`src/rtl/staged_counter_cmp.sv`:
```
// Cascaded STAGES x STAGE_W up/down counter with parallel load, per-stage carries,
// terminal-count pulse and a masked compare producing a match pulse and sticky flag.
module staged_counter_cmp #(
  parameter int unsigned STAGE_W = 4,
  parameter int unsigned STAGES  = 4,
  localparam int unsigned CNT_W  = STAGE_W * STAGES,
  parameter logic [CNT_W-1:0] RST_CMP = '1
) (
  input  logic              CK,
  input  logic              RST,
  input  logic              EN,
  input  logic              DIR,
  input  logic              LOAD,
  input  logic [CNT_W-1:0]  LD_VAL,
  input  logic              CMP_WE,
  input  logic [CNT_W-1:0]  CMP_VAL,
  input  logic [CNT_W-1:0]  CMP_MASK,
  input  logic              CLR_STK,
  output logic [CNT_W-1:0]  Q,
  output logic [STAGES-1:0] CARRY,
  output logic              TC,
  output logic              Z,
  output logic              STK
);

  logic [CNT_W-1:0]  q_q, q_d;
  logic [CNT_W-1:0]  cmp_q, cmp_d;
  logic [CNT_W-1:0]  mask_q, mask_d;
  logic              tc_q, tc_d;
  logic              z_q, z_d;
  logic              stk_q, stk_d;

  logic [STAGES-1:0] cin;
  logic [STAGES-1:0] stage_term;
  logic [STAGES-1:0] carry_c;

  // Ripple cascade: a stage advances only when every lower stage is at its terminal value.
  for (genvar k = 0; k < STAGES; k++) begin : g_stage
    logic [STAGE_W-1:0] cur;
    assign cur = q_q[k*STAGE_W +: STAGE_W];

    assign stage_term[k] = DIR ? (cur == '0) : (cur == '1);

    if (k == 0) begin : g_first
      assign cin[k] = EN & ~LOAD;
    end else begin : g_next
      assign cin[k] = carry_c[k-1];
    end

    assign carry_c[k] = cin[k] & stage_term[k];

    assign q_d[k*STAGE_W +: STAGE_W] =
        LOAD   ? LD_VAL[k*STAGE_W +: STAGE_W] :
        cin[k] ? (DIR ? cur - STAGE_W'(1) : cur + STAGE_W'(1)) :
                 cur;
  end

  // Next-state for compare, terminal count, match and sticky flag.
  always_comb begin
    cmp_d  = cmp_q;
    mask_d = mask_q;
    if (CMP_WE) begin
      cmp_d  = CMP_VAL;
      mask_d = CMP_MASK;
    end
    tc_d  = carry_c[STAGES-1];
    z_d   = (EN | LOAD) & (((q_d ^ cmp_q) & mask_q) == '0);
    stk_d = z_d | (stk_q & ~CLR_STK);
  end

  always_ff @(posedge CK or posedge RST) begin
    if (RST) begin
      q_q    <= '0;
      cmp_q  <= RST_CMP;
      mask_q <= '1;
      tc_q   <= 1'b0;
      z_q    <= 1'b0;
      stk_q  <= 1'b0;
    end else begin
      q_q    <= q_d;
      cmp_q  <= cmp_d;
      mask_q <= mask_d;
      tc_q   <= tc_d;
      z_q    <= z_d;
      stk_q  <= stk_d;
    end
  end

  // Carries are forced low while reset is held, even if DIR=1 would flag Q=0 as terminal.
  assign CARRY = RST ? '0 : carry_c;
  assign Q     = q_q;
  assign TC    = tc_q;
  assign Z     = z_q;
  assign STK   = stk_q;

endmodule

```
`config.mk`:
```
export PLATFORM = sky130hd
export DESIGN_NAME = staged_counter_cmp
export DESIGN_NICKNAME = d
export VERILOG_FILES = /design/src/rtl/staged_counter_cmp.sv
export SDC_FILE = /design/constraint.sdc
export NUM_CORES = 1
export LEC_CHECK = 0
export CAP_MARGIN = 20
export CORE_AREA = 8 8 87 89
export CTS_BUF_LIST = sky130_fd_sc_hd__clkbuf_4 sky130_fd_sc_hd__clkbuf_8 sky130_fd_sc_hd__clkbuf_16
export CTS_CLUSTER_SIZE = 16
export DETAILED_ROUTE_END_ITERATION = 8
export DIE_AREA = 0 0 95 97
export GPL_TIMING_DRIVEN = 0
export PLACE_DENSITY = 0.88
export SYNTH_ARGS = -nofsm -noshare
export SYNTH_HDL_FRONTEND = slang
export SYNTH_SLANG_ARGS = --single-unit
```
`constraint.sdc`:
```
create_clock -name CK -period 5 [get_ports CK]
set_input_delay 1.5 -clock CK [delete_from_list [all_inputs] [get_ports CK]]
set_output_delay 1.5 -clock CK [all_outputs]
set_load 0.1 [all_outputs]
```
# --- Word level (Yosys, flattened, before mapping) ---
# Cells that the tools add are included.
totals:
  reg_bits: 51
  input_bits: 55
  out_inout_bits: 23
  elab_cells: 53
op_classes:
  addsub: 8
  n_eq_ne: 4
  muxes: 17
  n_bitwise: 13
  n_reduce_logical: 5
op_table:
  columns: ["op", "count"]
  rows:
  - ["4-bit 2-to-1 mux", 13]
  - ["4-bit by 1-bit adder with 4-bit output, second input constant", 4]
  - ["16-bit bitwise AND", 1]
  - ["4-bit equality test, second input constant", 4]
  - ["16-bit zero test", 1]
  - ["4-bit zero test", 4]
  - ["4-bit by 1-bit subtractor with 4-bit output, second input constant", 4]
  - ["16-bit bitwise XOR", 1]
  - ["1-bit bitwise AND", 7]
  - ["1-bit 2-to-1 mux", 4]
  - ["1-bit inverter", 2]
  - ["1-bit OR", 2]

# --- Logic depth before layout (Yosys ltp) ---
# Gate-level depths: netlist of run 1.
depth:
  word_depth: 12
  depth_mapped: 10
  mapped_depth_nobuf: 9

# --- Worst setup path before layout of run 1 ---
# Ideal clock, no wire load.
synth_timing:
  path_kind: "input-to-output"
  from: "input RST"
  to: "output CARRY[2]"
  arrival_time_ps: 4343
  required_time_ps: 3500
  setup_slack_ps: -843
  path_stages: 4
  n_path_buf: 0
  path_cell_list: "inv_1 > nand3_1 > inv_1 > and2_1"
synth_via:
  elab_chain_cells: 1
synth_lines:
  columns: ["element", "line_no", "text"]
  rows:
  - ["start, declared", "10", "input logic RST,"]
  - ["4-bit 2-to-1 mux", "90", "assign CARRY = RST ? '0 : carry_c;"]
  - ["end, declared", "20", "output logic [STAGES-1:0] CARRY,"]
# Every way passes these cells.

# --- Worst setup path after layout of run 1 ---
layout_timing:
  from: "input DIR"
  to: "output CARRY[3]"
layout_via:
  elab_chain_cells: 6
  elab_cells_between_ends: 9
  classes_between: "mux: 5; bitwise: 4"
layout_lines:
  columns: ["element", "line_no", "text"]
  rows:
  - ["start, declared", "12", "input logic DIR,"]
  - ["1-bit 2-to-1 mux", "42", "assign stage_term[k] = DIR ? (cur == '0) : (cur == '1);"]
  - ["1-bit bitwise AND (3 in series)", "50", "assign carry_c[k] = cin[k] & stage_term[k];"]
  - ["1-bit bitwise AND *", "50", null]
  - ["4-bit 2-to-1 mux *", "90", null]
# Every way passes the cells marked *; elsewhere a longest branch is shown, timed or not.

==> results of run 1 <==
worst reg2reg max path: stages, from the launching register on:
cell and delay (ns):
sky130_fd_sc_hd__dfrtp_1 0.51, sky130_fd_sc_hd__nor4b_1 0.53, sky130_fd_sc_hd__a32o_1 0.20, sky130_fd_sc_hd__buf_2 0.22
sky130_fd_sc_hd__nand3_1 0.18, sky130_fd_sc_hd__or4_1 0.52, sky130_fd_sc_hd__nand3_1 0.14, sky130_fd_sc_hd__xor2_1 0.09
sky130_fd_sc_hd__a221o_1 0.34, sky130_fd_sc_hd__o32ai_2 0.27
cell type report:
class,count,area [um^2]
multi-input cells,188,1584
flip-flops and latches,51,1316
repair buffers,76,765.7
fillers,490,2247
clock buffers,6,82.58
clock inverters,2,35.03
repair inverters,2,10.01
inverters,6,26.28
plain buffers,10,41.29
well taps,77,96.34
metrics by stage:
| step | utilization | setup TNS, ns | instances | power, mW | worst slack [ns] |
|---|---|---|---|---|---|
| floorplan | - | -0.9255 | 256 | 0.8096 | -0.3296 |
| CTS | 0.6322 | 0 | 417 | 1.244 | 0.01640 |
| detailed placement | 0.6132 | -6.181 | 408 | 0.9418 | -1.580 |
| finish | 0.6378 | 0 | 418 | 1.245 | 0.08070 |
| global placement | 0.6132 | -5.813 | 408 | 0.9271 | -1.511 |
| global route | 0.6378 | 0 | 418 | 1.294 | 0.01771 |
state kept, by name, summed over array words and instances, names as in the netlist:
register	count
cmp_q	16
mask_q	16
Q	16
STK	1
Z	1
TC	1
report_power, final:
part           switching, mW  internal [mW]  total, mW
logic                  0.253          0.165      0.419
registers             0.0502          0.475      0.525
clock network          0.139          0.162      0.301
worst min-delay path by stage:
stage,from,endpoint,slack (ns),cells after the start
after global routing,mask_q[8]$_DFFE_PP1P_,mask_q[8]$_DFFE_PP1P_,0.54,2
after detailed placement,mask_q[8]$_DFFE_PP1P_,mask_q[8]$_DFFE_PP1P_,0.50,2
after floorplan,mask_q[8]$_DFFE_PP1P_,mask_q[8]$_DFFE_PP1P_,0.46,2
after CTS,mask_q[8]$_DFFE_PP1P_,mask_q[8]$_DFFE_PP1P_,0.51,2
final,mask_q[8]$_DFFE_PP1P_,mask_q[8]$_DFFE_PP1P_,0.51,2
after global placement,mask_q[8]$_DFFE_PP1P_,mask_q[8]$_DFFE_PP1P_,0.48,2
layout by cell type (no fill, tap or decap), types with 5 or more instances in the layout:
master,netlist,layout
sky130_fd_sc_hd__clkdlybuf4s50_1,0,70
sky130_fd_sc_hd__mux2_2,36,36
sky130_fd_sc_hd__dfstp_2,32,32
sky130_fd_sc_hd__nand2_1,22,22
sky130_fd_sc_hd__xor2_1,21,21
sky130_fd_sc_hd__dfrtp_1,19,19
sky130_fd_sc_hd__o21ai_0,9,9
sky130_fd_sc_hd__xnor2_1,8,8
sky130_fd_sc_hd__ha_1,8,8
sky130_fd_sc_hd__clkbuf_1,8,6
sky130_fd_sc_hd__nor2_1,6,6
sky130_fd_sc_hd__a21oi_1,6,6
sky130_fd_sc_hd__nor3_1,6,6
sky130_fd_sc_hd__mux2i_1,8,6
sky130_fd_sc_hd__clkbuf_8,0,6
sky130_fd_sc_hd__inv_1,6,5
sky130_fd_sc_hd__nand3_1,6,5
per-layer routing:
layer / wire [um] / vias to the layer above / GRT usage
met5: 0 / - / 0
met4: 128 / 0 / 0.05649
met3: 460 / 12 / 0.03555
met2: 4039 / 83 / 0.2869
met1: 3218 / 1169 / 0.1997
li1: - / 1101 / -
timing repair:
| action | 4_1_cts | 5_1_grt |
|---|---|---|
| cloned | 1 | 1 |
| hold buffers | 0 | 0 |
| resized for setup | 32 | 2 |
| setup endpoints to repair | 4 | 3 |
| endpoints found under the hold margin | 0 | 0 |
kinds of logic (layout without fill, tap and decap cells):
kind of cell / count (synthesis) / in the layout
xor gates and xnor gates: 29 / 29
DFF: 51 / 51
buffers and inverters: 17 / 102
muxes: 45 / 45
and+or+nand+nor: 61 / 61
adders and majority gates: 12 / 12
AOI/OAI and AO/OA: 41 / 41
==> flow_results.org, run 1 <==
** Outcome
- Outcome :: finished, final reports clean

** Critical path
- Reg2reg end :: STK$_DFF_PP0_
- Critical path's slowest cell :: sky130_fd_sc_hd__or4b_4
- For this run, the slowest stage of the critical path takes 0.50 ns.
- In this run the number of cells on the critical path is 7.
- Worst setup path start :: DIR
- STA classifies the critical path endpoint as an output port.
- Crit Reg-Reg Startpoint :: Q[1]$_DFF_PP0_
- Broken down by cell family, the worst path's largest delay share belongs to simple AND/OR/NAND/NOR gates.
- Start-to-end type of the worst setup path :: in2out
- Walking the worst path, the cells encountered are clkbuf_4, or4b_4, mux2i_2, and2_1, o21ai_0, nor2_1, buf_4.
- Together, buffers and inverters on the worst path number 2.
- Across all register-to-register paths, the minimum setup slack is 1.92 ns.
- Critical path destination :: CARRY[3]
- Largest driver fanout on the critical path :: 16
- Arrival @ worst endpoint :: 3.42 ns
- R2R depth :: 9
- Worst setup SP type :: input pin
- STA puts the critical path data required time at 3.50 ns.

** Finish
- Area of all placed cells without fillers :: 3958 um^2
- The repair_antennas step left the layout with diodes totalling 0.
- Layout cell share with drive strength beyond 1 :: 0.2874
- Total Nets Final :: 407
- Relative area change from synthesis to final layout :: 34.03%

** Clock tree
- Clock tree synthesis found a total of 51 sinks.
- Once the clock tree was built, the setup fixing pass inserted 0 buffers.
- Library cell used as clock root buffer :: sky130_fd_sc_hd__clkbuf_8
- H-tree levels :: 2
- No sink is reached through more buffers than the 2 on the longest clock path.
- Clock-pin slew was measured on the worst setup and hold paths at 0.09 ns.
- CTS tree :: done
- Clock tree synthesis inserted a total of 5 buffers.
- Clock latency reported for the late side of the worst-skew pair :: 0.31 ns

** Pwr
- Maximum VDD drop :: 0.0001814 V
- Power per Cell Area :: 314.6 nW/um^2
- Static leakage :: 1.582 nW

** Floorplanning
- Core area :: 6205 um^2
- Starting density of the core :: 0.4759
- Die ar. :: 9215 um^2
- Chip width :: 95 um
- Die Height :: 97 um
- Rows :: 29
- Number of ports placed on the die boundary :: 78

** Detailed routing
- Total iterations of the first detailed-routing run :: 4
- The final layout contains routed wiring with a total length of 7.847 mm.
- In the routed design, unresolved DRC markers number 0.
- The detail route stage leaves a number of antenna-violating nets equal to 0.
- After the first detailed-routing iteration, the DRC count stood at 195.
- Using the TritonRoute via totals, the vias-per-cell ratio works out to 5.658.
- Dividing the detail-routed wire length by the instance count gives 18.77 um.
- The routed layout has 2365 vias.

** STA
- Of the available clock period, the critical path in the final layout requires 0.9839.
- Final Hold Viols :: 0
- Worst Skew :: 0.007386 ns
- Derived from the worst setup path, the maximum achievable clock frequency is 0.2033 GHz.
- Setup repair after global routing left no endpoint under its margin.
- The total count of max-transition violations in the final report came to 0.
- For the pin with the worst max-slew slack, the measured transition is 1.013 ns.
- The tightest hold path in the finished design has a slack of 0.5085 ns.
- The clock period could shrink to 4.919 ns.
- Relative slew slack :: 0.3225
- Setup violations remaining at the end of the flow were counted as 0.

** Synthesis
- Most used standard cell by instance count after synthesis :: sky130_fd_sc_hd__mux2_2
- After synthesis, the most frequently instantiated cells are sky130_fd_sc_hd__mux2_2, sky130_fd_sc_hd__dfstp_2, sky130_fd_sc_hd__nand2_1.
- Primary flip-flop cell chosen by synthesis mapping :: sky130_fd_sc_hd__dfstp_2
- Of the total synthesized cell area, the portion taken by AND, OR, NAND and NOR gates is 0.1144.
- Warning count from the yosys run :: 0
- Net count after synthesis :: 323
- The share of synthesized area in the top cell type comes to 0.2847.
- Of the total synthesized cell area, the portion taken by XOR and XNOR cells is 0.08602.
- Post-synth design cell area :: 2953 um^2
- Synthesis instantiated 49 different standard cells from the library.
- The post-synthesis compound-gate area fraction was 0.1008.
- By area, the combinational part of the netlist is dominated by multiplexers.
- The share of the Yosys chip area taken by registers is 0.4458.
- Number of synthesized flops with an enable pin :: 0
- The cell count after synthesis came out at 256.
- Ranked by total cell area, the synthesized netlist is headed by sky130_fd_sc_hd__dfstp_2, sky130_fd_sc_hd__dfrtp_1, sky130_fd_sc_hd__mux2_2.
- Adder and majority cell fraction of the synthesized area :: 0.06102
- Summed over all instances, the cell type with the most area after synthesis is sky130_fd_sc_hd__dfstp_2.
- Ys async rst share :: 1.000
- Counting flops and latches in the post-synthesis netlist gives 51.
- Mux cell area share after synthesis :: 0.1695
- Averaged over all synthesized cells, the footprint is 11.53 um^2.

** Placement
- In this run the cell area measured after placement is 3805 um^2.
- Routability-driven placement finished with a final weighted congestion of 0.8030.
- The wire-length estimate of the detail-placed layout is 5.880 mm.
- Port buffering added 75 buffers.

** Hold path
- The min-delay analysis places its worst path in the category reg2reg.

** Global route
- The first global-routing pass estimated 12.20 mm of wire.
- Overall global routing resource usage :: 0.1675
- The via count of the first global-routing pass came to 2513.
- The number of antenna violations at the first check in global routing was 0.
- Summed over all layers, the global routing overflow is 0.
- Largest net degree at the start of global routing :: 27

** Job
- Across the run, the number of max-cap violations was 0.
Power figures use the tool's default switching activity.
==> inputs of run 2 (changes only) <==
- CORE_AREA: 8 8 87 89 -> 8 8 96 81
- DIE_AREA: 0 0 95 97 -> 0 0 104 89
==> run 2 against run 1 <==
  * Cell count grew 1.4%
  * Non-clock buffer count down 1
  * Utilization down 0.099 points
  * Wire length is 0.36% higher
  * Critical path type unchanged
  * Critical endpoint is now CARRY[2]
  * Highest routed layer unchanged
==> flow_results.org, run 2 (synthesis results as in run 1) <==
** Detailed routing
- Number of DRC markers in iteration 0 :: 152 (was 195)
- The total number of vias came to 2331 (was 2365).
- Total iterations of the first detailed-routing run :: 5 (was 4)
- The wire length after detailed routing is 7.875 mm (was 7.847 mm).
- Post-detailed-route via-to-cell ratio :: 5.498 (was 5.658)
- Post-detailed-route count of antenna-violating nets :: 0 (unchanged)
- The remaining routing DRC violations is 0 (unchanged).
- Post-DR wirelength/cell :: 18.57 um (was 18.77 um)

** Outcome
- Outcome: finished, final reports clean (unchanged).

** Job
- The max-cap check violation count came to 0 (unchanged).

** Clock tree
- CTS buffer count :: 5 (unchanged)
- Sinks on Clock Net :: 51 (unchanged)
- The clock insertion delay at the later pin of the skew report came to 0.31 ns (about the same).
- Library cell used as clock root buffer :: sky130_fd_sc_hd__clkbuf_8 (unchanged)
- The H-tree depth reported by CTS came to 2 (unchanged).
- The register clock-pin slew on the reported worst setup and hold paths is 0.09 ns (about the same).
- CTS tree :: done (unchanged)
- Worst-case clock buffer depth :: 2 (unchanged)
- The number of buffers inserted by hold repair at cts is 0 (unchanged).

** Floorplanning
- Die ar. :: 9256 um^2 (was 9215 um^2)
- The width of the die came to 104 um (was 95 um).
- The vertical die dimension came to 89 um (was 97 um).
- Rows :: 26 (was 29)
- Number of ports placed on the die boundary :: 78 (unchanged)
- The initial standard-cell utilization of the core came to 0.4777 (was 0.4759).
- The core outline area was 6181 um^2 (was 6205 um^2).

** Finish
- Diodes inserted :: 0 (unchanged)
- The fraction of the core area covered by cells at the end of the flow is 0.6368 (was 0.6378).
- The count of fill cells added during filler insertion came to 516 (was 490).
- The most common cell after layout, fill and taps aside was sky130_fd_sc_hd__clkdlybuf4s50_1 (unchanged).
- Number of standard cells in the final layout excluding fillers :: 424 (was 418)
- Layout cell share with drive strength beyond 1 :: 0.2794 (was 0.2874)
- Total Nets Final :: 406 (was 407)
- Most used cells in the layout excluding fill and tap cells: sky130_fd_sc_hd__clkdlybuf4s50_1, sky130_fd_sc_hd__mux2_2, sky130_fd_sc_hd__dfstp_2 (unchanged).
- Area of all placed cells without fillers :: 3936 um^2 (was 3958 um^2)
- Relative area change from synthesis to final layout :: 33.31% (was 34.03%)

** Critical path
- Element type at the critical path end :: output port (unchanged)
- The type of origin of the critical path was an input pin (unchanged).
- Required @ worst endpoint :: 3.50 ns (about the same)
- Critical path's slowest cell :: sky130_fd_sc_hd__nor2b_1 (was sky130_fd_sc_hd__or4b_4)
- Critical-path cell list :: clkbuf_4, buf_2, nor2b_1, a32o_1, buf_2, nand3_1, inv_1, and2_2, buf_4 (was clkbuf_4, or4b_4, mux2i_2, and2_1, o21ai_0, nor2_1, buf_4)
- Critical path buffers and inverters :: 5 (was 2)
- The category of the critical setup timing path is in2out (unchanged).
- Critical Path Max Stage Delay :: 0.28 ns (was 0.50 ns)
- The critical path's top delay family was buffers and inverters (was simple AND/OR/NAND/NOR gates).
- Largest driver fanout on the critical path :: 16 (unchanged)
- Top cell by count, worst path :: sky130_fd_sc_hd__buf_2
- Arrival @ worst endpoint :: 3.36 ns (was 3.42 ns)

** Placement
- Post-detailed-placement cell area :: 3814 um^2 (was 3805 um^2)
- PortBufs :: 75 (unchanged)
- The HPWL after detailed placement was 5.914 mm (was 5.880 mm).
- Global placement routability congestion :: 0.8147 (was 0.8030)
- The cell total after placement came to 415 (was 408).

** STA
- Final worst path period share :: 0.9712 (was 0.9839)
- Fmax :: 0.2059 GHz (was 0.2033 GHz)
- The minimum hold slack came to 0.5193 ns (was 0.5085 ns).
- RSZ-0062 raised after global routing: no (unchanged).
- The post-route minimum period is 4.856 ns (was 4.919 ns).
- # setup viols final :: 0 (unchanged)
- Relative slew slack :: 0.3328 (was 0.3225)
- The clock tree skew after final layout came to 0.004834 ns (was 0.007386 ns).
- The total count of max-transition violations in the final report is 0 (unchanged).
- The total count of hold-check failures in the final report was 0 (unchanged).
- The slew at the pin closest to its max-slew limit came to 0.9976 ns (was 1.013 ns).

** Global route
- The combined global-route utilization of all metal layers was 0.1759 (was 0.1675).
- The pin count of the biggest net entering global routing came to 27 (unchanged).
- Wire length of the first global-routing pass :: 13.04 mm (was 12.20 mm)
- The number of antenna violations at the first check in global routing came to 0 (unchanged).
- The via count of the first global-routing pass came to 2605 (was 2513).
- Leftover overflow at the end of global routing :: 0 (unchanged)

** Pwr
- The leakage power figure was 1.569 nW (was 1.582 nW).
- The peak supply drop came to 0.0001517 V (was 0.0001814 V).
- Power per Cell Area :: 311.5 nW/um^2 (was 314.6 nW/um^2)
- Power consumption :: 1.226 mW (was 1.245 mW)

** Hold path
- The worst hold-check path type was reg2reg (unchanged).
## run 2: cell types whose count changed in the layout (fill, tap and decap cells not counted), sizes merged
cell,before,now
bufinv,1,0
## run 2: worst reg2reg max path: stages, from the launching register on
cell	delay, ns
sky130_fd_sc_hd__dfrtp_1	0.51
sky130_fd_sc_hd__nor4b_1	0.55
sky130_fd_sc_hd__a32o_1	0.20
sky130_fd_sc_hd__buf_2	0.21
sky130_fd_sc_hd__nand3_1	0.16
sky130_fd_sc_hd__or4_1	0.51
sky130_fd_sc_hd__nand3_1	0.14
sky130_fd_sc_hd__xor2_1	0.08
sky130_fd_sc_hd__a221o_1	0.33
sky130_fd_sc_hd__o32ai_2	0.27
## run 2: final cells by class
type,count,area (um^2),share of cell area
multi-input cells,188,1584,0.4024
flip-flops and latches,51,1316,0.3344
repair buffers,75,738.2,0.1875
clock buffers,7,107.6,0.02734
well taps,84,105.1,0.02670
plain buffers,10,41.29,0.01049
inverters,6,26.28,0.006675
repair inverters,2,12.51,0.003179
clock inverters,1,5.005,0.001271
## run 2: worst paths after layout
kind                            slack, ns                   from               endpoint  cells after the start
worst max-delay path                 0.14                    DIR               CARRY[2]                      9
worst min-delay path                 0.52  mask_q[8]$_DFFE_PP1P_  mask_q[8]$_DFFE_PP1P_                      2
worst max register to register       1.97         Q[1]$_DFF_PP0_          STK$_DFF_PP0_                      9
worst min register to register       0.52  mask_q[8]$_DFFE_PP1P_  mask_q[8]$_DFFE_PP1P_                      2
max in group asynchronous            2.82                    RST   cmp_q[2]$_DFFE_PP1P_                      2
min in group asynchronous            1.78                    RST        Q[12]$_DFF_PP0_                      2
## run 2: per-layer routing
metal / part of all wire / track usage / wire length, um
met1: 0.42 / 0.2094 / 3290
met2: 0.50 / 0.3093 / 3927
met5: 0 / 0 / 0
met4: 0.0053 / 0.03801 / 42
met3: 0.078 / 0.05476 / 614
## run 2: where the power goes
part	internal, mW	switching, mW
clock network	0.142	0.144
logic	0.164	0.251
registers	0.475	0.0508
## run 2: stage by stage
step           worst slack [ns]  TNS (ns)
3_5_place_dp             -1.556    -6.179
5_1_grt                0.007665         0
2_1_floorplan           -0.3296   -0.9255
4_1_cts                 0.01391         0
6_report                 0.1442         0
3_3_place_gp             -1.512    -5.766
## run 2: repair_timing
action                                  CTS  global route
hold endpoints to repair                  0             0
endpoints found under the setup margin    4             3
cloned                                    2             0
setup buffers                             0             0
resized for setup                        31             3
pin swaps                                 0             0
